`src/rtl/stream_demux_pkg.sv`:
```
// Shared types for the packet-aware 1-to-N stream demultiplexer.
package stream_demux_pkg;

  localparam int DATA_W = 8;

  typedef enum logic [1:0] {
    IDLE = 2'd0,
    BUSY = 2'd1,
    DROP = 2'd2
  } demux_state_t;

  typedef struct packed {
    logic [DATA_W-1:0] data;
    logic              last;
  } beat_t;

endpackage

```
`src/rtl/stream_demux_hold_reg.sv`:
```
// One-entry output holding register: loads an accepted beat, drains on downstream ready.
module stream_demux_hold_reg
  import stream_demux_pkg::*;
#(
  parameter int WIDTH = 8,
  parameter int SEL_W = 1
) (
  input  logic             clk,
  input  logic             rst,
  input  logic             load,
  input  logic             drain,
  input  logic [WIDTH-1:0] data_in,
  input  logic             last_in,
  input  logic [SEL_W-1:0] dst_in,
  output logic             vld_q,
  output logic [WIDTH-1:0] data_q,
  output logic             last_q,
  output logic [SEL_W-1:0] dst_q
);

  logic             vld_d;
  logic [WIDTH-1:0] data_d;
  logic             last_d;
  logic [SEL_W-1:0] dst_d;

  // A load wins over a drain so a same-cycle drain+load keeps the entry full.
  always_comb begin
    vld_d  = vld_q;
    data_d = data_q;
    last_d = last_q;
    dst_d  = dst_q;
    if (load) begin
      vld_d  = 1'b1;
      data_d = data_in;
      last_d = last_in;
      dst_d  = dst_in;
    end else if (drain) begin
      vld_d = 1'b0;
    end
  end

  // Entry storage; reset empties the entry and clears the visible data.
  always_ff @(posedge clk or posedge rst) begin
    if (rst) begin
      vld_q  <= 1'b0;
      data_q <= '0;
      last_q <= 1'b0;
      dst_q  <= '0;
    end else begin
      vld_q  <= vld_d;
      data_q <= data_d;
      last_q <= last_d;
      dst_q  <= dst_d;
    end
  end

endmodule

```
`src/rtl/stream_demux_1ton.sv`:
```
// Packet-aware 1-to-N stream demux: select is locked per packet, bad selects are dropped.
module stream_demux_1ton
  import stream_demux_pkg::*;
#(
  parameter int WIDTH   = 8,
  parameter int NUM_OUT = 2,
  parameter int SEL_W   = $clog2(NUM_OUT)
) (
  input  logic                     clk,
  input  logic                     rst,
  input  logic [WIDTH-1:0]         in_data,
  input  logic                     in_valid,
  input  logic                     in_last,
  input  logic [SEL_W-1:0]         in_sel,
  output logic                     in_ready,
  output logic [NUM_OUT*WIDTH-1:0] out_data,
  output logic [NUM_OUT-1:0]       out_valid,
  output logic [NUM_OUT-1:0]       out_last,
  input  logic [NUM_OUT-1:0]       out_ready,
  output logic                     err_sel
);

  localparam int SEL_SPAN = 1 << SEL_W;

  demux_state_t state_q, state_d;
  logic [SEL_W-1:0]    sel_q, sel_d;
  logic                err_sel_q, err_sel_d;
  logic                accept;
  logic                sel_ok;
  logic                load;
  logic [SEL_W-1:0]    load_dst;
  logic [SEL_SPAN-1:0] ready_ext;
  logic                hold_vld;
  logic [WIDTH-1:0]    hold_data;
  logic                hold_last;
  logic [SEL_W-1:0]    hold_dst;

  // Widen out_ready to the full select range so any dst value indexes safely.
  always_comb begin
    ready_ext              = '0;
    ready_ext[NUM_OUT-1:0] = out_ready;
  end

  // Handshake: DROP swallows everything; otherwise the entry must be empty or draining.
  always_comb begin
    in_ready = (state_q == DROP) || !hold_vld || ready_ext[hold_dst];
    accept   = in_valid && in_ready;
    sel_ok   = ({1'b0, in_sel} < (SEL_W + 1)'(NUM_OUT));
  end

  // Packet state register plus locked select and error pulse.
  always_ff @(posedge clk or posedge rst) begin
    if (rst) begin
      state_q   <= IDLE;
      sel_q     <= '0;
      err_sel_q <= 1'b0;
    end else begin
      state_q   <= state_d;
      sel_q     <= sel_d;
      err_sel_q <= err_sel_d;
    end
  end

  // Next-state: a first beat picks BUSY or DROP unless it is also the last beat.
  always_comb begin
    state_d = state_q;
    case (state_q)
      IDLE: begin
        if (accept && !in_last) begin
          state_d = sel_ok ? BUSY : DROP;
        end
      end
      BUSY, DROP: begin
        if (accept && in_last) begin
          state_d = IDLE;
        end
      end
      default: state_d = IDLE;
    endcase
  end

  // FSM outputs: first beat uses in_sel directly, later beats use the locked select.
  always_comb begin
    load      = 1'b0;
    load_dst  = sel_q;
    sel_d     = sel_q;
    err_sel_d = 1'b0;
    case (state_q)
      IDLE: begin
        load_dst = in_sel;
        if (accept) begin
          if (sel_ok) begin
            load  = 1'b1;
            sel_d = in_sel;
          end else begin
            err_sel_d = 1'b1;
          end
        end
      end
      BUSY: begin
        load = accept;
      end
      default: begin
        load = 1'b0;
      end
    endcase
  end

  stream_demux_hold_reg #(
    .WIDTH (WIDTH),
    .SEL_W (SEL_W)
  ) u_hold (
    .clk     (clk),
    .rst     (rst),
    .load    (load),
    .drain   (ready_ext[hold_dst]),
    .data_in (in_data),
    .last_in (in_last),
    .dst_in  (load_dst),
    .vld_q   (hold_vld),
    .data_q  (hold_data),
    .last_q  (hold_last),
    .dst_q   (hold_dst)
  );

  // Fan the single held beat out to every slice; only the dst slice is marked valid.
  always_comb begin
    out_valid = '0;
    out_last  = '0;
    out_data  = '0;
    for (int i = 0; i < NUM_OUT; i++) begin
      out_valid[i]               = hold_vld && (hold_dst == SEL_W'(i));
      out_last[i]                = hold_last;
      out_data[i*WIDTH +: WIDTH] = hold_data;
    end
    err_sel = err_sel_q;
  end

endmodule
```
`config.mk`:
```
export PLATFORM = sky130hd
export DESIGN_NAME = stream_demux_1ton
export DESIGN_NICKNAME = d
export VERILOG_FILES = /design/src/rtl/stream_demux_pkg.sv /design/src/rtl/stream_demux_hold_reg.sv /design/src/rtl/stream_demux_1ton.sv
export SDC_FILE = /design/constraint.sdc
export NUM_CORES = 1
export LEC_CHECK = 0
export CORE_MARGIN = 2
export CORE_UTILIZATION = 40
export CTS_CLUSTER_SIZE = 8
export DETAILED_ROUTE_END_ITERATION = 10
export GPL_TIMING_DRIVEN = 0
export PLACE_DENSITY = 0.8
export SKIP_LAST_GASP = 1
export SYNTH_ARGS = -nofsm -noshare
export SYNTH_HDL_FRONTEND = slang
export SYNTH_HIERARCHICAL = 1
export SYNTH_SLANG_ARGS = --single-unit
export TNS_END_PERCENT = 5
```
`constraint.sdc`:
```
create_clock -name clk -period 4.5 [get_ports clk]
set_clock_uncertainty 0.05 [all_clocks]
set_input_delay 0.9 -clock clk [delete_from_list [all_inputs] [get_ports clk]]
set_output_delay 0.9 -clock clk [all_outputs]
set_load 0.005 [all_outputs]
```
==> impl_metrics.toml <==
[route]
ant_nets = 0
routed_wl_um = 1320
drt_iter0_drc = 3
detail_route.drc_violations = 0
routed_via_density = 4.50
wire_per_inst_um = 12.2
vias = 486
drtPass1Iterations = 2

[power_and_ir_drop]
leakagePower_nw = 0.511
p_int_mw = 0.425
p_per_area_nw_per_um2 = 529
combPwrFrac_pct = 53.3
peakVddDrop_uv = 312
switchingPower_mw = 0.152
share_seq_of_total_power_pct = 34.5
finalPower_mw = 0.577
p_clk_share_pct = 12.2
swShare_pct = 26.4

[logic_synthesis]
yosysWarningCount = 6
yosysTopAreaCell = "dfrtp_1"
syn_nets = 67
async_flop_share_pct = 100
seq_area_frac_synth_pct = 46.9
syn_area_um2 = 693
ys_top_cells_by_count = "dfrtp_1 (13), buf_4 (11), mux2_4 (10), inv_1 (5), mux2_2 (2)"
synth_cells = 52
ys_ff_latch = 13
synth_top_cell_area_share_pct = 46.9
synth_most_common_cell = "dfrtp_1"
synthTopCellsByArea = "dfrtp_1 (47%), mux2_4 (22%), buf_4 (12%), mux2_2 (3.2%), inv_1 (2.7%)"
synthFlopType = "dfrtp_1"
yosysUniqueCellTypes = 16
synth_edf_count = 0
synth_area_per_cell_um2 = 13.3

[clock_tree]
cts-root-buf = "clkbuf_4"
clkLatencyLatePin_ns = 0.27
clkSlewWorstSetupHoldPaths_ns = 0.07
clockBufferDepth = 2
hold_buffers = 0
numCtsBuffers = 3
cts_tree = "built"
cts_resized = 0
htreeDepth = 1
numClockSinks = 13
post_cts_buffers = 0

[global_route]
antenna_found_initial = 0
met1_usage_pct = 18.1
grt_pass1_wl_um = 2080
grt_usage_pct = 14.5
met3_usage_pct = 3.57
grt_pass1_vias = 455
met2_usage_pct = 23.9
grt-busiest-layer = "met2"
grt-ovfl-total = 0
grt_start_max_net_pins = 12

[placed_design]
dp.cells = 104
place_area_um2 = 1060
post-dp-hpwl_um = 1070
numPortBuffers = 35
place_ws_ns = 1.42
place.gp.congestion = 0.636

[timing]
hold_slack_ns = 0.473
finalCritPeriodShare_pct = 68.4
fin_ws_ns = 1.42
fin_crit_ns = 3.08
slew_viol_final = 0
rsz0062_at_grt = "false"
setup_viol = 0
timing.setup.tns_ns = 0
fmax_mhz = 325
hold_viol = 0

[die]
die_w_um = 45.6
start_util_pct = 41.5
io_pins = 37
placementRows = 15
core_area_um2 = 1670
die_area_um2 = 2080
die_h_um = 45.6

[run_status]
status = "completed"

[finish]
diodes = 0
final_util_pct = 65.3
nets = 107
final_area_um2 = 1090
area_delta_synth_final_pct = 57.4
finalNonFillerCells = 108
drive_above_1_share_pct = 36.3

[critical_path]
cp.arrival_ns = 2.13
end_kind = "output pin"
path_max_fanout = 4
cp.required_ns = 3.55
critPathKind = "input port to output pin"
cp-start-kind = "input port"

[hold_path]
hp-class = "flop to flop"

[flow_run]
maxCapViolCount = 0
worst max-delay path, stage by stage:
cell	delay, ns
clkdlybuf4s50_1	0.41
mux2i_2	0.28
nand2_1	0.09
clkdlybuf4s50_1	0.45
registers in the layout, indices dropped and copies added (netlist names):
register and cells:
u_hold/vld_q 1, u_hold/last_q 1, sel_q 1, u_hold/data_q 8
state_q 1, u_hold/dst_q 1
logic make-up (layout without fill, tap and decap cells):
family / after synthesis / after routing / share of synthesized area, %
buffers and inverters: 17 / 56 / 16.2
DFF: 13 / 13 / 46.9
muxes: 14 / 14 / 28.3
and+or+nand+nor: 4 / 4 / 3.79
other: 1 / 1 / 0.541
AOI/OAI and AO/OA: 3 / 3 / 4.15
worst paths after layout:
path / cells after the start / startpoint / slack (ns) / end
setup / recovery: 4 / out_ready[1] / 1.42 / in_ready
hold / removal: 1 / sel_q$_DFFE_PP0P_ / 0.47 / sel_q$_DFFE_PP0P_
setup reg to reg: 4 / u_hold/dst_q$_DFFE_PP0P_ / 2.94 / u_hold/data_q[4]$_DFFE_PP0P_
hold reg to reg: 1 / sel_q$_DFFE_PP0P_ / 0.47 / sel_q$_DFFE_PP0P_
max in group asynchronous: 2 / rst / 3.21 / u_hold/data_q[4]$_DFFE_PP0P_
min in group asynchronous: 2 / rst / 0.75 / state_q[0]$_DFFE_PP0P_
final cells by class:
| cell class | instances | area, µm² |
|---|---|---|
| Buffer | 12 | 93.8 |
| Clock buffer | 4 | 26.3 |
| Fill cell | 137 | 579 |
| Inverter | 5 | 18.8 |
| Multi-Input combinational cell | 22 | 255 |
| Sequential cell | 13 | 325 |
| Tap cell | 17 | 21.3 |
| Timing Repair Buffer | 35 | 350 |
power groups by stage:
stage               logic [mW]  registers (mW)  clock network, mW
finish                   0.307           0.199             0.0706
global route             0.329           0.207             0.0829
CTS                      0.312           0.200             0.0740
detailed placement       0.311           0.202                  0
global placement         0.304           0.199                  0
floorplan                0.156           0.195                  0
placed cells by master (no fill, tap or decap):
master,instances
a21boi_2,1
a21o_2,1
a21oi_2,1
and2_2,1
and2b_2,1
buf_4,11
buf_6,1
clkbuf_1,1
clkbuf_4,3
clkdlybuf4s50_1,35
conb_1,1
dfrtp_1,13
inv_1,5
mux2_2,2
mux2_4,10
mux2i_1,1
mux2i_2,1
nand2_1,1
nand2b_1,1
layer usage:
metal  up-vias  part of all wire [%]
met1       239                    40
met4         0                     0
met3         0                   3.3
met2        14                    57
met5         -                     0
li1        233                     -
Power figures use the tool's default switching activity.
